`config.mk`:
```
export PLATFORM = sky130hd
export DESIGN_NAME = calc_core_flat
export DESIGN_NICKNAME = d
export VERILOG_FILES = /design/src/rtl/calc_pkg.sv /design/src/rtl/calc_if.sv /design/src/rtl/calc_mul_seq.sv /design/src/rtl/calc_core.sv /design/src/flat_wrapper.sv
export SDC_FILE = /design/constraint.sdc
export NUM_CORES = 1
export LEC_CHECK = 0
export CORE_AREA = 2 2 210 212
export DETAILED_ROUTE_END_ITERATION = 10
export DIE_AREA = 0 0 212 214
export PLACE_DENSITY = 0.48
export SLEW_MARGIN = 40
export SYNTH_ARGS = -nofsm -noshare
export SYNTH_HDL_FRONTEND = slang
export SYNTH_HIERARCHICAL = 1
export SYNTH_SLANG_ARGS = --single-unit
```
`constraint.sdc`:
```
create_clock -name clk -period 13.1 [get_ports clk]
set_clock_uncertainty 0.15 [all_clocks]
set_input_delay 3.93 -clock clk [delete_from_list [all_inputs] [get_ports clk]]
set_output_delay 3.93 -clock clk [all_outputs]
set_load 0.01 [all_outputs]
```
`src/rtl/calc_pkg.sv`:
```
// calc_pkg: shared key codes, operator codes, states and
// display selector codes for the calculator core.
package calc_pkg;

  localparam logic [3:0] KEY_ADD = 4'hA;
  localparam logic [3:0] KEY_SUB = 4'hB;
  localparam logic [3:0] KEY_CLR = 4'hC;
  localparam logic [3:0] KEY_EQ  = 4'hD;
  localparam logic [3:0] KEY_MUL = 4'hE;
  localparam logic [3:0] KEY_BS  = 4'hF;

  typedef enum logic [1:0] {
    OP_NONE = 2'b00,
    OP_ADD  = 2'b01,
    OP_SUB  = 2'b10,
    OP_MUL  = 2'b11
  } op_t;

  typedef enum logic [2:0] {
    S_OP1,
    S_OPER,
    S_OP2,
    S_CALC,
    S_RES,
    S_ERR
  } state_t;

  localparam logic [1:0] SEL_ZERO = 2'b00;
  localparam logic [1:0] SEL_OP1  = 2'b01;
  localparam logic [1:0] SEL_OPER = 2'b10;
  localparam logic [1:0] SEL_OP2  = 2'b11;

  function automatic op_t key_op(input logic [3:0] k);
    op_t o;
    o = OP_NONE;
    unique case (1'b1)
      k == KEY_ADD: o = OP_ADD;
      k == KEY_SUB: o = OP_SUB;
      k == KEY_MUL: o = OP_MUL;
      default: ;
    endcase
    return o;
  endfunction

endpackage

```
`src/rtl/calc_if.sv`:
```
// calc_if: key event input and registered display outputs
// between the keypad chain, the core and the display.
interface calc_if #(
  parameter int W = 14
);
  logic         key_valid;
  logic [3:0]   key_code;
  logic [W-1:0] disp_value;
  logic         disp_neg;
  logic [1:0]   disp_op;
  logic [1:0]   disp_sel;
  logic         busy;
  logic         res_valid;
  logic         err;

  modport master (
    output key_valid, key_code,
    input  disp_value, disp_neg, disp_op,
    input  disp_sel, busy, res_valid, err
  );

  modport slave (
    input  key_valid, key_code,
    output disp_value, disp_neg, disp_op,
    output disp_sel, busy, res_valid, err
  );
endinterface

```
`src/rtl/calc_mul_seq.sv`:
```
// calc_mul_seq: shift-add multiplier, one multiplier bit
// per cycle, done pulses after W iterations.
module calc_mul_seq #(
  parameter int W = 14
) (
  input  logic           clk,
  input  logic           reset,
  input  logic           clr,
  input  logic           start,
  input  logic [W-1:0]   a,
  input  logic [W-1:0]   b,
  output logic [2*W-1:0] p,
  output logic           done
);
  localparam int IW = $clog2(W);
  localparam logic [IW-1:0] LAST = IW'(W - 1);

  logic [2*W-1:0] a_sh;
  logic [W-1:0]   b_sh;
  logic [IW-1:0]  idx;
  logic           run;

  always_ff @(posedge clk or posedge reset) begin
    if (reset) begin
      a_sh <= '0;
      b_sh <= '0;
      idx  <= '0;
      run  <= 1'b0;
      p    <= '0;
      done <= 1'b0;
    end else if (clr) begin
      idx  <= '0;
      run  <= 1'b0;
      p    <= '0;
      done <= 1'b0;
    end else begin
      done <= 1'b0;
      if (start && !run) begin
        a_sh <= {{W{1'b0}}, a};
        b_sh <= b;
        idx  <= '0;
        p    <= '0;
        run  <= 1'b1;
      end else if (run) begin
        if (b_sh[0]) p <= p + a_sh;
        a_sh <= a_sh << 1;
        b_sh <= b_sh >> 1;
        idx  <= idx + 1'b1;
        if (idx == LAST) begin
          run  <= 1'b0;
          done <= 1'b1;
        end
      end
    end
  end
endmodule

```
`src/rtl/calc_core.sv`:
```
// calc_core: keypad-driven decimal calculator controller
// with add/sub and a sequential multiplier.
module calc_core
  import calc_pkg::*;
#(
  parameter int MAX_DIGITS = 4,
  parameter int W = 14
) (
  input logic   clk,
  input logic   reset,
  calc_if.slave io
);
  localparam int MAX_VAL = 10 ** MAX_DIGITS - 1;
  localparam int CW = $clog2(MAX_DIGITS + 1);
  typedef logic [W-1:0] val_t;
  typedef logic [CW-1:0] cnt_t;
  localparam val_t TEN = val_t'(10);
  localparam cnt_t CMAX = cnt_t'(MAX_DIGITS);
  localparam logic [W:0] SMAX = (W+1)'(MAX_VAL);
  localparam logic [2*W-1:0] PMAX = (2*W)'(MAX_VAL);

  if ((64'd1 << W) <= 64'(MAX_VAL)) begin : g_bad_w
    $error("calc_core: W too small for MAX_DIGITS");
  end

  state_t st, st_n;
  val_t op1, op1_n, op2, op2_n, res, res_n;
  val_t val_n, d, diff;
  cnt_t cnt1, cnt1_n, cnt2, cnt2_n;
  op_t op, op_n;
  logic neg, neg_n, rv_n, lt;
  logic [1:0] sel_n;
  logic dig, opk, eq_k, bs_k, clr_k;
  logic mul_start, mul_done;
  logic [2*W-1:0] mul_p;
  logic [W:0] sum;

  function automatic val_t times10(
    input val_t x,
    input val_t dd
  );
    return (x << 3) + (x << 1) + dd;
  endfunction

  assign d     = val_t'(io.key_code);
  assign dig   = io.key_valid && (io.key_code <= 4'd9);
  assign opk   = io.key_valid && (op_t'(key_op(io.key_code)) != OP_NONE);
  assign eq_k  = io.key_valid && (io.key_code == KEY_EQ);
  assign bs_k  = io.key_valid && (io.key_code == KEY_BS);
  assign clr_k = io.key_valid && (io.key_code == KEY_CLR);

  assign sum  = {1'b0, op1} + {1'b0, op2};
  assign lt   = op2 > op1;
  assign diff = lt ? op2 - op1 : op1 - op2;

  calc_mul_seq #(.W(W)) u_mul (
    .clk   (clk),
    .reset (reset),
    .clr   (clr_k),
    .start (mul_start),
    .a     (op1),
    .b     (op2),
    .p     (mul_p),
    .done  (mul_done)
  );

  always_comb begin
    st_n = st;  op1_n = op1;  op2_n = op2;
    cnt1_n = cnt1;  cnt2_n = cnt2;
    op_n = op;  res_n = res;  neg_n = neg;
    rv_n = 1'b0;
    mul_start = 1'b0;
    if (clr_k) begin
      st_n = S_OP1;  op1_n = '0;  op2_n = '0;
      cnt1_n = '0;  cnt2_n = '0;
      op_n = OP_NONE;  res_n = '0;  neg_n = 1'b0;
    end else begin
      unique case (st)
        S_OP1: begin
          if (dig) begin
            if (cnt1 < CMAX) begin
              op1_n  = times10(op1, d);
              cnt1_n = cnt1 + 1'b1;
            end
          end else if (opk) begin
            op_n = key_op(io.key_code);
            st_n = S_OPER;
          end else if (bs_k) begin
            op1_n = op1 / TEN;
            if (cnt1 != '0) cnt1_n = cnt1 - 1'b1;
          end
        end
        S_OPER: begin
          if (opk) begin
            op_n = key_op(io.key_code);
          end else if (dig) begin
            op2_n  = d;
            cnt2_n = cnt_t'(1);
            st_n   = S_OP2;
          end else if (bs_k) begin
            op_n = OP_NONE;
            st_n = S_OP1;
          end
        end
        S_OP2: begin
          if (dig) begin
            if (cnt2 < CMAX) begin
              op2_n  = times10(op2, d);
              cnt2_n = cnt2 + 1'b1;
            end
          end else if (bs_k) begin
            op2_n = op2 / TEN;
            if (cnt2 != '0) cnt2_n = cnt2 - 1'b1;
          end else if (eq_k) begin
            st_n = S_CALC;
            mul_start = (op == OP_MUL);
          end
        end
        S_CALC: begin
          unique case (op)
            OP_MUL: begin
              if (mul_done) begin
                if (mul_p > PMAX) begin
                  st_n = S_ERR;
                end else begin
                  res_n = mul_p[W-1:0];
                  neg_n = 1'b0;
                  st_n  = S_RES;
                  rv_n  = 1'b1;
                end
              end
            end
            OP_SUB: begin
              res_n = diff;
              neg_n = lt;
              st_n  = S_RES;
              rv_n  = 1'b1;
            end
            default: begin
              if (sum > SMAX) begin
                st_n = S_ERR;
              end else begin
                res_n = sum[W-1:0];
                neg_n = 1'b0;
                st_n  = S_RES;
                rv_n  = 1'b1;
              end
            end
          endcase
        end
        S_RES: begin
          if (dig) begin
            op1_n  = d;
            cnt1_n = cnt_t'(1);
            op_n   = OP_NONE;
            neg_n  = 1'b0;
            st_n   = S_OP1;
          end else if (opk && !neg) begin
            // Chained result is locked: no more digits append.
            op1_n  = res;
            cnt1_n = CMAX;
            op_n   = key_op(io.key_code);
            st_n   = S_OPER;
          end
        end
        S_ERR: ;
        default: st_n = S_OP1;
      endcase
    end

    val_n = '0;
    sel_n = SEL_ZERO;
    unique case (st_n)
      S_OP1: begin
        val_n = op1_n;
        sel_n = (cnt1_n == '0 && op1_n == '0)
              ? SEL_ZERO : SEL_OP1;
      end
      S_OPER: begin
        val_n = op1_n;
        sel_n = SEL_OPER;
      end
      S_OP2, S_CALC: begin
        val_n = op2_n;
        sel_n = SEL_OP2;
      end
      S_RES: begin
        val_n = res_n;
        sel_n = SEL_OP2;
      end
      default: ;
    endcase
  end

  always_ff @(posedge clk or posedge reset) begin
    if (reset) begin
      st   <= S_OP1;
      op1  <= '0;
      op2  <= '0;
      cnt1 <= '0;
      cnt2 <= '0;
      op   <= OP_NONE;
      res  <= '0;
      neg  <= 1'b0;
      io.disp_value <= '0;
      io.disp_neg   <= 1'b0;
      io.disp_op    <= 2'b00;
      io.disp_sel   <= SEL_ZERO;
      io.busy       <= 1'b0;
      io.res_valid  <= 1'b0;
      io.err        <= 1'b0;
    end else begin
      st   <= st_n;
      op1  <= op1_n;
      op2  <= op2_n;
      cnt1 <= cnt1_n;
      cnt2 <= cnt2_n;
      op   <= op_n;
      res  <= res_n;
      neg  <= neg_n;
      io.disp_value <= val_n;
      io.disp_neg   <= neg_n;
      io.disp_op    <= op_n;
      io.disp_sel   <= sel_n;
      io.busy       <= (st_n == S_CALC);
      io.res_valid  <= rv_n;
      io.err        <= (st_n == S_ERR);
    end
  end
endmodule

```
`src/flat_wrapper.sv`:
```
// flat-port wrapper written by rule: the top's interface ports become plain ports
module calc_core_flat import calc_pkg::*;
#(
  parameter int MAX_DIGITS = 4,
  parameter int W = 14
)
  (clk, reset, io_key_valid, io_key_code, io_disp_value, io_disp_neg, io_disp_op, io_disp_sel, io_busy, io_res_valid, io_err);
  calc_if #(.W(W)) io_i ();
  input logic clk;
  input logic reset;
  input wire logic [$bits(io_i.key_valid)-1:0] io_key_valid;
  input wire logic [$bits(io_i.key_code)-1:0] io_key_code;
  output wire logic [$bits(io_i.disp_value)-1:0] io_disp_value;
  output wire logic [$bits(io_i.disp_neg)-1:0] io_disp_neg;
  output wire logic [$bits(io_i.disp_op)-1:0] io_disp_op;
  output wire logic [$bits(io_i.disp_sel)-1:0] io_disp_sel;
  output wire logic [$bits(io_i.busy)-1:0] io_busy;
  output wire logic [$bits(io_i.res_valid)-1:0] io_res_valid;
  output wire logic [$bits(io_i.err)-1:0] io_err;
  assign io_i.key_valid = io_key_valid;
  assign io_i.key_code = io_key_code;
  assign io_disp_value = io_i.disp_value;
  assign io_disp_neg = io_i.disp_neg;
  assign io_disp_op = io_i.disp_op;
  assign io_disp_sel = io_i.disp_sel;
  assign io_busy = io_i.busy;
  assign io_res_valid = io_i.res_valid;
  assign io_err = io_i.err;
  calc_core #(.MAX_DIGITS(MAX_DIGITS), .W(W)) u_core (.clk(clk), .reset(reset), .io(io_i));
endmodule
```
==> results of run 1 <==
registers in the layout, summed over array words and instances (netlist names), 3 cells and up:
register              flops
u_core/cnt1               3
u_core/cnt2               3
u_core/io.disp_value     14
u_core/op1               14
u_core/op2               14
u_core/res               14
u_core/st                 3
u_core/u_mul/a_sh        28
u_core/u_mul/b_sh        14
u_core/u_mul/idx          4
u_core/u_mul/p           28
final timing paths:
check,startpoint,to,slack (ns),depth (start not counted)
setup / recovery,io_key_code[3],u_core/io.disp_sel[0],4.71,16
hold / removal,u_core/u_mul/b_sh[5],u_core/u_mul/b_sh[5],0.33,2
setup reg to reg,u_core/op2[1],u_core/io.disp_value[0],6.81,14
hold reg to reg,u_core/u_mul/b_sh[5],u_core/u_mul/b_sh[5],0.33,2
max in group asynchronous,reset,u_core/op2[10],8.30,3
min in group asynchronous,reset,u_core/res[13],3.60,2
placed cells by master (no fill, tap or decap), drive strengths merged, types with 28 or more instances in the layout:
| cell | Yosys | layout |
|---|---|---|
| a21oi | 150 | 150 |
| buf | 32 | 34 |
| clkdlybuf4s50 | 0 | 28 |
| dfrtp | 149 | 149 |
| ha | 117 | 117 |
| inv | 85 | 86 |
| mux2i | 50 | 50 |
| nand2 | 144 | 144 |
| nand3 | 46 | 46 |
| nor2 | 143 | 143 |
| nor3 | 43 | 43 |
| o21ai | 185 | 185 |
| xnor2 | 50 | 50 |
layer usage:
metal	global-route usage, %	up-vias
met3	3.680	86
li1	-	6946
met4	7.887	2
met1	34.63	7150
met5	0	-
met2	39.01	472
stage by stage:
stage / hold WS (ns) / worst slack (ns) / util [%] / std cells / area [um2]
finish: 0.3311 / 4.707 / 38.52 / 2428 / 16520
global route: 0.3545 / 4.481 / 38.52 / 2428 / 16520
CTS: 0.3352 / 4.830 / 38.50 / 2428 / 16510
detailed placement: 0.3203 / 4.342 / 36.82 / 2396 / 15790
global placement: 0.3118 / 4.412 / 36.66 / 2394 / 15720
floorplan: 0.2992 / 5.539 / - / 1880 / 14980
layout make-up:
type	instances	area, um2
Fill cell	4478	26370
Multi-Input combinational cell	1511	10430
Sequential cell	149	3730
Tap cell	585	732.0
Timing Repair Buffer	62	570.5
Clock buffer	19	452.9
Inverter	89	336.6
Clock inverter	13	265.3
worst min-delay path, delay by kind of cell (launching register included):
family          cells  cell delay (ns)
compound gates      1             0.06
flops               1             0.34
simple gates        1             0.04
kinds of logic after synthesis:
kind of cell / count (synthesis) / share of synthesized area, %
flops: 149 / 24.88
fa+ha+maj: 134 / 11.51
xor+xnor: 71 / 4.150
simple gates: 562 / 18.95
compound gates: 688 / 30.85
buf+inv: 220 / 5.870
mux: 56 / 3.791
report_power, final:
part,internal [W],switching [W]
Clock,0.000390,0.000224
Sequential,0.000562,0.000161
Combinational,0.00124,0.00224
Total,0.00219,0.00263
==> impl_metrics.toml, run 1 <==
[drt]
wl_met3_um = 3011
drt.antenna.violating_nets = 0
dr_wl_met2_um = 25210
route.top_layer_used = "met5"
routed-via-count = 14656
totalWireLength_um = 55860
wirelength_per_cell_um = 23.01
drt_drc_violations_left = 0
detail_route.iter0.violations = 1279
wirelength_met1_um = 25900
drt_pre_antenna_iters = 8
post_drt_via_cell_ratio = 6.036

[yosys]
synth_largest_area_cell = "sky130_fd_sc_hd__dfrtp_1"
synth_fp_nets = 2013
ys_seq_area_share_pct = 24.88
synth.most_common_cell = "sky130_fd_sc_hd__o21ai_0"
synth.avg_cell_area_um2 = 7.970
count_of_state_elements_after_synthesis = 149
asyncSetResetFlopFracSynth_pct = 100.0
ys_top_cells_by_count = "sky130_fd_sc_hd__o21ai_0, sky130_fd_sc_hd__dfrtp_1, sky130_fd_sc_hd__a21oi_1, sky130_fd_sc_hd__nand2_1, sky130_fd_sc_hd__nor2_1"
synth.distinct_cells = 97
syn_area_um2 = 14980
synthDominantCellAreaShare_pct = 24.88
synth_cells = 1880
yosys_most_used_dff = "sky130_fd_sc_hd__dfrtp_1"
synth-edff-count = 0
ys_warn_count = 6
synthTopCellsByArea = "sky130_fd_sc_hd__dfrtp_1, sky130_fd_sc_hd__ha_1, sky130_fd_sc_hd__o21ai_0, sky130_fd_sc_hd__a21oi_1, sky130_fd_sc_hd__nand2_1"

[placed_design]
dp_hpwl_um = 41500
routability_congestion = 0.9206
port-buffer-count = 28

[grt]
grt_pass1_wl_um = 86620
grtUsageTotal_pct = 24.75
gr-total-overflow = 0
first_global_vias = 14195
antenna_found_initial = 1
grt_max_degree = 77

[worst_setup_path]
timing.setup.critical_path_class = "in -> reg"
cp_cell_sequence = "clkdlybuf4s50_1, o21a_1, nand2b_1, buf_4, inv_1, nand3b_1, a21oi_1, nand2_1, inv_1, nor2_1, nand4_1, nor4_1, nand2_1, or4_1, or4_1, o32a_1"
cell_type_of_the_slowest_stage_on_the_worst_timing_path = "sky130_fd_sc_hd__clkdlybuf4s50_1"
worst_path_largest_cell_delay_ns = 0.79
timing.critical_path.from_type = "primary input"
worstPathRequired_ns = 13.31
cp_num_buf_inv = 4
worst_path_dominant_cell_family = "simple AND/OR/NAND/NOR gates"
worstSetupEndpointType = "flop"
max_fo_critical_path = 25
critical_path_arrival_ns = 8.60

[timing]
setup_viol_count_final = 0
finalHoldViolations = 0
max_slew.worst_pin.slew_ns = 0.8472
slew_violations = 0
setup_total_negative_slack_ns = 0
finalCriticalPeriod_ns = 8.393
achievable-frequency_mhz = 119.1
setup_repair_after_global_routing_missed_its_margin = "false"
max-slew-margin-rel_pct = 42.62
fin_crit_sh_pct = 64.07

[floorplan]
die_w_um = 212
num_rows = 76
die-height_um = 214
floorplan.io_pins = 29
start_util_pct = 34.94
core_um2 = 42890
die_footprint_um2 = 45370

[clock_network]
clock_tree_from_tritoncts = "built"
clock_latency_ns = 0.47
cts-root-buf = "sky130_fd_sc_hd__clkbuf_16"
cts_buffer_count = 17
path_clk_slew_ns = 0.08
number_of_buffers_on_the_longest_clock_path = 2
cts_setup_buffers = 0
ctsHoldBuffers = 0
cts_max_level = 4
postCtsResizedCells = 0
clk_sink_count = 149

[layout]
flow.area_growth_from_synthesis_pct = 10.25
finalNetCount = 1963
num_antenna_cells = 0
layout-drive-gt1-share_pct = 6.403

[flow_run]
max-cap-violations = 0

[power]
finalPower_w = 0.004820
power_leakage_nw = 6.795
power.density_cell_area_nw_per_um2 = 291.8
ir_drop_uv = 170.1

[outcome]
run_status = "completed"

[worst_hold_path]
min_path_type = "reg -> reg"
Power figures use the tool's default switching activity.
==> inputs of run 2 (changes only) <==
--- a/config.mk
+++ b/config.mk
@@ -8,7 +8,7 @@
 export CORE_AREA = 2 2 210 212
 export DETAILED_ROUTE_END_ITERATION = 10
 export DIE_AREA = 0 0 212 214
-export PLACE_DENSITY = 0.48
+export PLACE_DENSITY = 0.49
 export SLEW_MARGIN = 40
 export SYNTH_ARGS = -nofsm -noshare
 export SYNTH_HDL_FRONTEND = slang
==> constraint.sdc (replaced) <==
create_clock -name clk -period 6.7 [get_ports clk]
set_clock_uncertainty 0.15 [all_clocks]
set_input_delay 2.01 -clock clk [delete_from_list [all_inputs] [get_ports clk]]
set_output_delay 2.01 -clock clk [all_outputs]
set_load 0.01 [all_outputs]
==> run 2 against run 1 <==
Against the previous run:
- wire length is 1.1% higher
- worst hold slack worse by 0.0013 ns
- sequential power is 100% higher
- utilization hardly changed
- via count is 2.8% higher
- critical path depth is 1 higher
- largest cell class unchanged
- critical path type unchanged
- total power is 94% higher
- largest power group unchanged
- combinational power is 99% higher
- non-clock buffer count is 27 higher
==> impl_metrics.toml, run 2 (synthesis results as in run 1) <==
[worst_hold_path]
min_path_type = "reg -> reg"
holdCritStartpoint = "u_core/u_mul/b_sh[8]"
worst_hold_path.num_cells = 2
min_to = "u_core/u_mul/b_sh[8]"

[timing]
slew_violations = 0
finalHoldViolations = 0
smallest_setup_slack_after_layout_ns = 0.7606
fin_crit_sh_pct = 88.65
setup_repair_after_global_routing_missed_its_margin = "false"
finalCriticalPeriod_ns = 5.939
achievable-frequency_mhz = 168.4
setup_total_negative_slack_ns = 0
setup_viol_count_final = 0
max_slew.worst_pin.slew_ns = 0.8609
max-slew-margin-rel_pct = 42.60

[floorplan]
die_w_um = 212
floorplan.io_pins = 29
num_rows = 76
start_util_pct = 34.94
core_um2 = 42890
die-height_um = 214
die_footprint_um2 = 45370

[drt]
drt_drc_violations_left = 0
detail_route.iter0.violations = 1583
routed-via-count = 15060
drt_pre_antenna_iters = 6
drt.antenna.violating_nets = 0
wirelength_per_cell_um = 23.02
post_drt_via_cell_ratio = 6.137
totalWireLength_um = 56490

[worst_setup_path]
critical_path_arrival_ns = 6.14
worstSetupEndpointType = "flop"
timing.critical_path.from_type = "primary input"
r2r_cells = 16
worstPathRequired_ns = 6.90
regToRegStartpoint = "u_core/op1[1]"
rr_endpoint = "u_core/io.disp_value[6]"
timing.reg2reg.setup_slack_ns = 0.95
max_fo_critical_path = 2
timing.setup.critical_path_class = "in -> reg"

[grt]
antenna_found_initial = 1
met1_usage_pct = 35.88
first_global_vias = 14033
met2_usage_pct = 36.97
grtUsageTotal_pct = 24.79
gr-total-overflow = 0
global_route.usage.met3_pct = 4.941
grt_pass1_wl_um = 86640
grt_max_degree = 58
grt_busiest_layer = "met2"

[clock_network]
cts-root-buf = "sky130_fd_sc_hd__clkbuf_16"
clock_latency_ns = 0.47
number_of_buffers_on_the_longest_clock_path = 2
cts_buffer_count = 17
cts_setup_buffers = 0
postCtsResizedCells = 0
cts_max_level = 4
ctsHoldBuffers = 0
clk_sink_count = 149
clock_tree_from_tritoncts = "built"
path_clk_slew_ns = 0.07

[layout]
finalNetCount = 1990
top_regs = "u_core/u_mul/a_sh: 28 flops, u_core/u_mul/p: 28 flops"
mostFrequentLayoutCell = "sky130_fd_sc_hd__o21ai_0"
flow.area_growth_from_synthesis_pct = 10.21
num_antenna_cells = 0
final_cell_mix = "sky130_fd_sc_hd__o21ai_0, sky130_fd_sc_hd__a21oi_1, sky130_fd_sc_hd__dfrtp_1, sky130_fd_sc_hd__nand2_1, sky130_fd_sc_hd__nor2_1"
stdcell_count = 2454
layout-drive-gt1-share_pct = 7.384

[placed_design]
port-buffer-count = 28
dp_hpwl_um = 42130
place.detailed.instances = 2423
dpl_worst_slack_ns = 0.3178
routability_congestion = 0.9867

[power]
power.density_cell_area_nw_per_um2 = 565.1
ir_drop_uv = 316.9
power_leakage_nw = 6.834

[flow_run]
max-cap-violations = 0

[outcome]
run_status = "completed"
## run 2: final cells by class
class / count / area [um2]
Sequential cell: 149 / 3732
Fill cell: 4391 / 26370
Multi-Input combinational cell: 1511 / 10410
Clock inverter: 9 / 78.83
Timing Repair Buffer: 89 / 750.7
Tap cell: 585 / 732.0
Inverter: 89 / 341.6
Clock buffer: 22 / 474.2
## run 2: how the worst max path moves through the flow
stage	slack, ns	cells past startpoint	to	from
finish	0.76	17	u_core/io.disp_sel[0]	io_key_code[3]
global route	0.42	17	u_core/io.disp_sel[0]	io_key_code[3]
CTS	0.80	17	u_core/io.disp_sel[0]	io_key_code[3]
detailed placement	0.32	17	u_core/io.disp_sel[0]	io_key_code[3]
global placement	0.33	17	u_core/io.disp_sel[0]	io_key_code[3]
floorplan	1.06	16	u_core/io.disp_sel[0]	io_key_code[3]
## run 2: worst max-delay path, stage by stage
cell and delay (ns):
sky130_fd_sc_hd__clkdlybuf4s50_1 0.46, sky130_fd_sc_hd__fa_1 0.58, sky130_fd_sc_hd__inv_1 0.07, sky130_fd_sc_hd__fa_1 0.45
sky130_fd_sc_hd__nor2b_1 0.16, sky130_fd_sc_hd__o31a_1 0.16, sky130_fd_sc_hd__o21ai_0 0.08, sky130_fd_sc_hd__nand2_1 0.11
sky130_fd_sc_hd__a21oi_1 0.08, sky130_fd_sc_hd__o21bai_1 0.20, sky130_fd_sc_hd__xnor2_1 0.17, sky130_fd_sc_hd__a31oi_1 0.14
sky130_fd_sc_hd__nor4_1 0.30, sky130_fd_sc_hd__nand2_1 0.08, sky130_fd_sc_hd__or4_1 0.39, sky130_fd_sc_hd__or4_1 0.41
sky130_fd_sc_hd__o32a_1 0.29
## run 2: through the flow
stage,power (W),utilization [%],hold slack (ns),cell area (um2)
floorplan,0.006114,-,0.2992,14980
global placement,0.008213,37.20,0.3131,15950
detailed placement,0.008188,37.21,0.3210,15960
CTS,0.009185,38.50,0.3352,16510
global route,0.009962,38.51,0.3616,16510
finish,0.009332,38.51,0.3298,16510
## run 2: report_power, final
part	switching [W]	leakage (nW)	total, W	internal (W)
Combinational	0.00442	4.60	0.00693	0.00251
Clock	0.000411	0.272	0.000945	0.000534
Sequential	0.000353	1.96	0.00145	0.00110
## run 2: metal layers
layer,up-vias,share of wire [%],routed length (um)
met1,7330,46,26130
met4,0,3.0,1676
li1,6992,-,-
met2,643,43,24440
met3,95,7.5,4249
met5,-,0,0
==> inputs of run 3 (changes only) <==
--- a/config.mk
+++ b/config.mk
@@ -5,12 +5,12 @@
 export SDC_FILE = /design/constraint.sdc
 export NUM_CORES = 1
 export LEC_CHECK = 0
-export CORE_AREA = 2 2 210 212
+export ABC_AREA = 1
+export CORE_AREA = 2 2 202 204
 export DETAILED_ROUTE_END_ITERATION = 10
-export DIE_AREA = 0 0 212 214
+export DIE_AREA = 0 0 204 206
 export PLACE_DENSITY = 0.49
 export SLEW_MARGIN = 40
 export SYNTH_ARGS = -nofsm -noshare
 export SYNTH_HDL_FRONTEND = slang
-export SYNTH_HIERARCHICAL = 1
 export SYNTH_SLANG_ARGS = --single-unit
==> run 3 against run 2 <==
Against the previous run:
- maximum frequency down 2.6%
- utilization up 0.36 points
- design area fell by 5.4%
- highest routed layer unchanged
- count of clock-buffer cells in the layout fell by 3
- critical endpoint is now u_core.io.disp_sel[0]
==> impl_metrics.toml, run 3 <==
[yosys]
yosys_most_used_dff = "sky130_fd_sc_hd__dfrtp_1"
synth.avg_cell_area_um2 = 7.120
ys_warn_count = 0
syn_area_um2 = 13790
count_of_state_elements_after_synthesis = 149
synth_cells = 1937
synthDominantCellAreaShare_pct = 27.03
synth-edff-count = 0
synth_largest_area_cell = "sky130_fd_sc_hd__dfrtp_1"
ys_seq_area_share_pct = 27.03
synth.distinct_cells = 65
synth.most_common_cell = "sky130_fd_sc_hd__nand2_1"
synthTopCellsByArea = "sky130_fd_sc_hd__dfrtp_1, sky130_fd_sc_hd__ha_1, sky130_fd_sc_hd__nand2_1, sky130_fd_sc_hd__inv_1, sky130_fd_sc_hd__o21ai_0"
ys_top_cells_by_count = "sky130_fd_sc_hd__nand2_1, sky130_fd_sc_hd__inv_1, sky130_fd_sc_hd__o21ai_0, sky130_fd_sc_hd__dfrtp_1, sky130_fd_sc_hd__nor2_1"
synth_fp_nets = 2070
asyncSetResetFlopFracSynth_pct = 100.0

[layout]
flow.area_growth_from_synthesis_pct = 13.24
layout-drive-gt1-share_pct = 11.71
num_antenna_cells = 0
footprint_of_the_multi_input_gates_um2 = 8597
final_cell_mix = "sky130_fd_sc_hd__nand2_1, sky130_fd_sc_hd__inv_1, sky130_fd_sc_hd__o21ai_0, sky130_fd_sc_hd__dfrtp_1, sky130_fd_sc_hd__nor2_1"
fillCellCount = 4281
mostFrequentLayoutCell = "sky130_fd_sc_hd__nand2_1"
finalNetCount = 2118
top_regs = "u_core.u_mul.a_sh: 28 flops, u_core.u_mul.p: 28 flops"
sequential_cell_area_um2 = 3730

[timing]
finalCriticalPeriod_ns = 6.099
worst_hold_slack_ns = 0.3682
fin_crit_sh_pct = 91.02
max-slew-margin-rel_pct = 45.81
max_slew.worst_pin.slew_ns = 0.8043
finalHoldViolations = 0
achievable-frequency_mhz = 164.0
slew_violations = 0
setup_viol_count_final = 0

[placed_design]
dp_hpwl_um = 39250
routability_congestion = 0.9458
port-buffer-count = 28

[clock_network]
clock_tree_from_tritoncts = "built"
clock_latency_ns = 0.47
path_clk_slew_ns = 0.07
number_of_buffers_on_the_longest_clock_path = 2
ctsHoldBuffers = 0
clk_sink_count = 149
cts_buffer_count = 17
cts-root-buf = "sky130_fd_sc_hd__clkbuf_16"
cts_max_level = 4

[grt]
gr-total-overflow = 0
antenna_found_initial = 0
grtUsageTotal_pct = 24.46
first_global_vias = 13492
grt_max_degree = 70
grt_pass1_wl_um = 77640

[worst_setup_path]
r2r_cells = 20
critical_path_arrival_ns = 6.31
rr_endpoint = "u_core.io.disp_value[11]"
worstSetupEndpointType = "flop"
crit_path_end = "u_core.io.disp_sel[0]"
max_fo_critical_path = 2
cell_type_of_the_slowest_stage_on_the_worst_timing_path = "sky130_fd_sc_hd__clkdlybuf4s50_1"
worst_path_largest_cell_delay_ns = 0.45
timing.setup.critical_path_class = "in -> reg"
timing.reg2reg.setup_slack_ns = 1.23
worstPathRequired_ns = 6.91
timing.critical_path.from_type = "primary input"
critical_path.startpoint = "io_key_code[2]"
regToRegStartpoint = "u_core.op2[5]"
critical-path-top-cell-by-count = "sky130_fd_sc_hd__nor2_1"

[floorplan]
core_um2 = 40180
floorplan.io_pins = 29
num_rows = 74
start_util_pct = 34.32
die_footprint_um2 = 42020
die_w_um = 204
die-height_um = 206

[drt]
post_drt_via_cell_ratio = 5.411
wirelength_per_cell_um = 19.88
drt_pre_antenna_iters = 6
drt_drc_violations_left = 0
drt.antenna.violating_nets = 0
routed-via-count = 13690
detail_route.iter0.violations = 1160
totalWireLength_um = 50300

[flow_run]
max-cap-violations = 0

[worst_hold_path]
min_path_type = "reg -> reg"

[outcome]
run_status = "completed"
## run 3: changes by cell type after synthesis, moves of 22 or more
cell / delta
sky130_fd_sc_hd__nand2_1: +200
sky130_fd_sc_hd__mux2i_1: -43
sky130_fd_sc_hd__nand3_1: +54
sky130_fd_sc_hd__a21oi_1: -27
sky130_fd_sc_hd__inv_2: +22
sky130_fd_sc_hd__nor2b_1: -23
sky130_fd_sc_hd__o22ai_1: +26
sky130_fd_sc_hd__clkbuf_1: -50
sky130_fd_sc_hd__nand2_2: +53
sky130_fd_sc_hd__xnor2_1: -41
sky130_fd_sc_hd__inv_1: +196
## run 3: what timing repair did
| item | in CTS | in global routing |
|---|---|---|
| setup endpoints to repair | 0 | 1 |
| gates resized for setup | 0 | 6 |
| setup buffers | 0 | 1 |
## run 3: final cells by class
type / count / share of cell area (%)
Multi-Input combinational cell: 1409 / 55.05
Clock inverter: 13 / 1.098
Inverter: 313 / 7.587
Tap cell: 532 / 4.262
Timing Repair Buffer: 95 / 5.288
Sequential cell: 149 / 23.88
Clock buffer: 19 / 2.836
## run 3: per-stage QoR
stage / util (%) / setup TNS, ns / instances / setup WS [ns] / cell area (um2)
after global placement: 37.15 / -0.2725 / 2495 / -0.2725 / 14930
after detailed placement: 37.24 / -0.3036 / 2496 / -0.3036 / 14960
after floorplan: - / 0 / 1937 / 0.5320 / 13790
after CTS: 38.77 / 0 / 2528 / 0.1631 / 15580
after global routing: 38.87 / -0.007162 / 2530 / -0.007162 / 15620
final: 38.87 / 0 / 2530 / 0.6014 / 15620
## run 3: how the worst min path moves through the flow
stage | startpoint | end | slack [ns] | depth (start not counted)
floorplan | u_core.cnt2[0] | u_core.cnt2[0] | 0.33 | 2
global placement | u_core.cnt2[0] | u_core.cnt2[0] | 0.35 | 2
detailed placement | u_core.cnt2[0] | u_core.cnt2[0] | 0.36 | 2
CTS | u_core.cnt2[0] | u_core.cnt2[0] | 0.37 | 2
global route | u_core.u_mul.b_sh[4] | u_core.u_mul.b_sh[4] | 0.42 | 2
finish | u_core.cnt2[0] | u_core.cnt2[0] | 0.37 | 2
## run 3: routing by layer
metal | global-route usage, % | wire (um) | vias up | part of all wire (%)
met5 | 0 | 0 | - | 0
met4 | 9.783 | 1921 | 0 | 3.8
met3 | 4.289 | 2736 | 93 | 5.4
met2 | 42.23 | 23990 | 413 | 48
met1 | 30.23 | 21650 | 6519 | 43
li1 | - | - | 6665 | -
## run 3: kinds of logic after synthesis
kind of cell	Yosys count	share of synthesized area [%]
DFF	149	27.03
xor gates and xnor gates	39	2.531
muxes	7	0.5080
adders and majority gates	126	11.92
AOI/OAI and AO/OA	517	23.31
buffers and inverters	379	10.92
and+or+nand+nor	720	23.78
## run 3: critical path: cells and delay by family
kind | cells | cell delay, ns
buffers and inverters | 6 | 0.84
AO/OA/AOI/OAI | 6 | 0.87
AND/OR/NAND/NOR | 17 | 1.60
XOR/XNOR | 1 | 0.11
adder cells (fa/ha/maj) | 3 | 0.88
Power of run 3 is left out: the tool's default activity adds up to more than one toggle a clock period on the data nets, which glitch-free logic cannot reach.
==> RTL edit 1, RTL diff (config.mk and constraints of run 2) <==
Compare `idx` against `LAST` with >= in place of ==.
--- a/src/rtl/calc_mul_seq.sv
+++ b/src/rtl/calc_mul_seq.sv
@@ -46,7 +46,7 @@
         a_sh <= a_sh << 1;
         b_sh <= b_sh >> 1;
         idx  <= idx + 1'b1;
-        if (idx == LAST) begin
+        if (idx >= LAST) begin
           run  <= 1'b0;
           done <= 1'b1;
         end
Behaviour: no difference found for any inputs over 4 cycles, from zero or initial values and one cycle with reset high; that may be too few to reach the edited logic, so the function may still have changed.
==> RTL edit 1 against run 2 <==
Synthesized cell count rose by 2.0%. Area after synthesis increased by 2.0%. Utilization grew 0.89 points. Clock power increased by 7%. Sequential power fell by 3%. Cell area grew 2.3%. Sequential cell count is the same. Total power up 1.8%. Sequential share of layout area is 0.53 points lower. Wire length grew 2.9%. Worst setup slack got worse by 40 ps. Critical endpoint unchanged. Largest cell class unchanged.
==> RTL edit 1: results (changes against run 2) <==
* Outcome: complete, no violations
* Top post-synthesis cells by area: dfrtp_1 24%, ha_1 9.7%, o21ai_0 5.6%, a21oi_1 4.7%, nand2_1 3.8%
* Synth warn at 6 (unchanged)
* Hold Slack at 329 ps (-0.906 ps)
* Syn Nets at 2052 (+1.9%)
* Drt total wl at 58100 µm (+2.9%)
* Power Total at 9.50 mW (+1.8%)
* Post-synth top cells: 171 x o21ai_0, 156 x nand2_1, 149 x dfrtp_1
* PostCTS Resize Cnt at 0 (unchanged)
* Reg clk slew, reported paths at 60 ps
* Placed insts at 2466 (+1.8%)
* H-tree depth at 4 (unchanged)
* ANT cells at 0 (unchanged)
* Largest net degree at the start of global routing at 49 (-16%)
* Routability cong. at 0.963 (-2.4%)
* Post-Synthesis Cells at 1918 (+2.0%)
* Worst EP arrival at 6160 ps (+20 ps)
* Worst skew pair latency at 450 ps (-20 ps)
* DR iter-0 viols at 1449 (-8.5%)
* CTS buffer count at 17 (unchanged)
* RR Endpoint: u_core/io.disp_sel[0]
* Hold Startpoint: u_core/u_mul/b_sh[1]
* GRT Total Usage at 25.5% (+0.72 points)
* Seq/Total Area, Yosys at 24.4% (-0.49 points)
* Layout cells sized above 1 at 8.32% (+0.94 points)
* Layout fillers at 4455 (+1.5%)
* VDD IR max at 0.000303 V (-4.4%)
* Worst R2R Setup Slack at 990 ps (+40 ps)
* Post-Synth Adder-Cell Area at 11.4% (-0.15 points)
* Fin nets at 2034 (+2.2%)
* Max FO, Critical Path at 2 (unchanged)
* Regs by FF count: u_core/u_mul/a_sh x28, u_core/u_mul/p x28
* Via count at 15200 (+0.90%)
* Clock buffer depth at 2 (unchanged)
* Leak pwr at 7.08 nW (+3.6%)
* Post-synthesis compound-gate area fraction at 30.6% (-0.26 points)
* Post-CTS setup buffer count at 0 (unchanged)
* Worst Hold Path EP: u_core/u_mul/b_sh[1]
* Unique masters post-synth at 110 (+13%)
* Post-DP HPWL at 44100 µm (+4.6%)
* Slew @ Worst Pin at 859 ps (-2.09 ps)
* Worst R2R Path Depth at 13 (-3)
* Global-route wire length before repair at 88600 µm (+2.3%)
* CTS root buffer: clkbuf_16
* Vias/cell at 6.09 (-0.80%)
* Post-synthesis mux area share at 3.91% (+0.12 points)
* DRT Pass-1 Iters at 7 (+1)
* HP Class: register to register
* Hold Path Depth at 2 (unchanged)
* Initial antenna violation count at 1 (unchanged)
* Post-synth top flop: dfrtp_1
* Synth Area in XOR/XNOR at 4.58% (+0.43 points)
* Reg2Reg Launch Point: u_core/op1[12]
* Vias in the first global route at 14500 (+3.1%)
==> RTL edit 1: per-layer routing <==
| metal | routed length (µm) | up-vias | GRT usage [%] |
|---|---|---|---|
| li1 | - | 7120 | - |
| met4 | 1750 | 0 | 8.12 |
| met5 | 0 | - | 0 |
| met2 | 25500 | 627 | 38.8 |
| met1 | 26500 | 7343 | 35.5 |
| met3 | 4420 | 105 | 6.03 |
==> RTL edit 1: logic make-up after synthesis <==
group / Yosys count
fa+ha+maj: 135
buf+inv: 225
xor+xnor: 80
mux: 59
compound gates: 692
simple gates: 578
flops: 149
==> RTL edit 1: area by class of cell <==
| cell class | instances | share of cell area (%) |
|---|---|---|
| Multi-Input combinational cell | 1544 | 63.2 |
| Sequential cell | 149 | 22.1 |
| Timing Repair Buffer | 100 | 4.86 |
| Tap cell | 585 | 4.33 |
| Clock buffer | 21 | 2.78 |
| Inverter | 88 | 1.97 |
| Clock inverter | 9 | 0.755 |
==> RTL edit 1: through the flow <==
stage	setup slack, ps	cell area (µm²)
2_1_floorplan	1060	15300
3_3_place_gp	325	16300
3_5_place_dp	277	16300
4_1_cts	770	16900
5_1_grt	504	16900
6_report	721	16900
==> RTL edit 1: report_power, final <==
group	internal [mW]	switching (mW)	total [mW]
Sequential	1.10	0.313	1.41
Combinational	2.55	4.52	7.07
Clock	0.609	0.406	1.01
Total	4.26	5.24	9.50
==> RTL edit 1: worst max-delay path by stage <==
stage / start / slack [ps] / endpoint / depth (start not counted)
after floorplan: io_key_code[3] / 1060 / u_core/io.disp_sel[0] / 16
after global placement: io_key_code[3] / 320 / u_core/io.disp_sel[0] / 17
after detailed placement: io_key_code[3] / 280 / u_core/io.disp_sel[0] / 17
after CTS: io_key_code[3] / 770 / u_core/io.disp_sel[0] / 17
after global routing: io_key_code[3] / 500 / u_core/io.disp_sel[0] / 17
final: io_key_code[3] / 720 / u_core/io.disp_sel[0] / 17
==> RTL edit 1: critical path, cell delays in order <==
cell             delay [ps]
clkdlybuf4s50_1         450
fa_1                    590
inv_1                    70
fa_1                    460
nor2b_1                 180
o31a_1                  160
o21ai_0                  80
nand2_1                 120
a21oi_1                  80
o21bai_1                210
xnor2_1                 180
a31oi_1                 130
nor4_1                  300
nand2_1                  80
or4_1                   380
or4_1                   400
o32a_1                  300
==> RTL edit 2, RTL diff (config.mk and constraints of run 2) <==
Made on the original files. `W` is set to 14 in 4 places; all go to 15.
--- a/src/rtl/calc_if.sv
+++ b/src/rtl/calc_if.sv
@@ -1,7 +1,7 @@
 // calc_if: key event input and registered display outputs
 // between the keypad chain, the core and the display.
 interface calc_if #(
-  parameter int W = 14
+  parameter int W = 15
 );
   logic         key_valid;
   logic [3:0]   key_code;
--- a/src/rtl/calc_mul_seq.sv
+++ b/src/rtl/calc_mul_seq.sv
@@ -1,7 +1,7 @@
 // calc_mul_seq: shift-add multiplier, one multiplier bit
 // per cycle, done pulses after W iterations.
 module calc_mul_seq #(
-  parameter int W = 14
+  parameter int W = 15
 ) (
   input  logic           clk,
   input  logic           reset,
--- a/src/rtl/calc_core.sv
+++ b/src/rtl/calc_core.sv
@@ -4,7 +4,7 @@
   import calc_pkg::*;
 #(
   parameter int MAX_DIGITS = 4,
-  parameter int W = 14
+  parameter int W = 15
 ) (
   input logic   clk,
   input logic   reset,
--- a/src/flat_wrapper.sv
+++ b/src/flat_wrapper.sv
@@ -2,7 +2,7 @@
 module calc_core_flat import calc_pkg::*;
 #(
   parameter int MAX_DIGITS = 4,
-  parameter int W = 14
+  parameter int W = 15
 )
   (clk, reset, io_key_valid, io_key_code, io_disp_value, io_disp_neg, io_disp_op, io_disp_sel, io_busy, io_res_valid, io_err);
   calc_if #(.W(W)) io_i ();
Interface: changed (resized io_disp_value); port bits go from 29 to 30. The function was not compared with the original's and may differ.
==> RTL edit 2 against run 2 <==
Wire length up 8.8%. Area after synthesis up 11%. Cell area up 10%. Count of clock-buffer cells in the layout down 5. Sequential cell count up 9. Total power up 19%. Utilization up 3.9 points. Worst setup slack worse by 320 ps. Non-clock buffer count up 12. Critical path type unchanged. Critical endpoint unchanged. Largest cell class unchanged.
==> RTL edit 2: results (changes against run 2) <==
* Outcome: complete, no violations
* VDD IR max at 0.000687 V (+120%)
* Non-clk bufs at 101 (+13%)
* RR Endpoint: u_core/io.disp_value[0]
* Routability cong. at 0.949 (-3.8%)
* Global-route wire length before repair at 95000 µm (+9.6%)
* Hold Startpoint: u_core/u_mul/b_sh[13]
* Worst R2R Setup Slack at 710 ps (-240 ps)
* Layout cells sized above 1 at 8.33% (+0.95 points)
* Worst Hold Path EP: u_core/u_mul/b_sh[13]
* DP Worst Slack at 53.6 ps (-264 ps)
* Synthesized area per cell at 7.79 µm² (-2.3%)
* Final ANT Viol Nets at 0 (unchanged)
* Post-synthesis register bit count at 158 (+6.0%)
* Flip-flop and latch area at 0.00396 mm² (+6.0%)
* Slew @ Worst Pin at 824 ps (-36.5 ps)
* Hold Slack at 333 ps (+3.63 ps)
* Clock buffer depth at 2 (unchanged)
* Layout Cells excl Fill at 2698 (+9.9%)
* DR iter-0 viols at 1674 (+5.7%)
* Buffers added on ports at 29 (+3.6%)
* Post-synthesis compound-gate area fraction at 32.4% (+1.5 points)
* Placed inst area at 0.0175 mm² (+9.9%)
* Vias in the first global route at 15800 (+12%)
* Net Switching at 6.17 mW (+19%)
* Largest net degree at the start of global routing at 55 (-5.2%)
* Clock buffer count at 17 (-23%)
* Regs by FF count: u_core/u_mul/a_sh x30, u_core/u_mul/p x30
* Top-count cell post-synth: nand2_1
* Comb_multi_in at 1724 (+14%)
* Post-synth top cells: 223 x nand2_1, 191 x o21ai_0, 188 x a21oi_1
* Seq/total area at 21.7% (-0.88 points)
* Unique masters post-synth at 105 (+8.2%)
* Top post-synthesis cells by area: dfrtp_1 24%, ha_1 9.5%, o21ai_0 5.8%, a21oi_1 5.7%, nand2_1 5.0%
* Layout clock area frac at 3.59% (+0.24 points)
* Leak pwr at 7.71 nW (+13%)
* Inverters at 98 (+10%)
* Synth Area in XOR/XNOR at 4.28% (+0.13 points)
* Vias/cell at 6.15 (+0.29%)
* Reg2Reg Launch Point: u_core/op1[12]
* Post-Synth Adder-Cell Area at 10.8% (-0.67 points)
* Delay-heaviest family, CP: compound AO/OA/AOI/OAI gates
* Max FO, Critical Path at 3 (+1)
* GRT Total Usage at 27.1% (+2.3 points)
[RTL edit 2: worst register-to-register path, stage by stage, from the launching register on]
cell,delay [ps]
dfrtp_1,570
nand2b_1,350
o22ai_1,590
a211oi_1,160
a31o_2,270
o32a_1,430
a311oi_1,490
o21a_1,550
maj3_1,290
a211oi_1,70
o21ai_1,500
mux2i_1,250
o32ai_1,100
o21ai_0,110
a41oi_2,270
a221oi_1,590
a21oi_1,90
[RTL edit 2: layer usage]
| layer | track usage (%) | up-vias | part of all wire (%) |
|---|---|---|---|
| li1 | - | 7837 | - |
| met1 | 39.0 | 8138 | 47 |
| met2 | 40.9 | 537 | 44 |
| met3 | 5.03 | 94 | 6.4 |
| met4 | 8.19 | 0 | 2.8 |
| met5 | 0 | - | 0 |
[RTL edit 2: cell families after synthesis]
family,Yosys count
buffers and inverters,248
AO/OA/AOI/OAI,795
multiplexers,69
adder cells (fa/ha/maj),139
flip-flops,158
XOR/XNOR,81
AND/OR/NAND/NOR,640
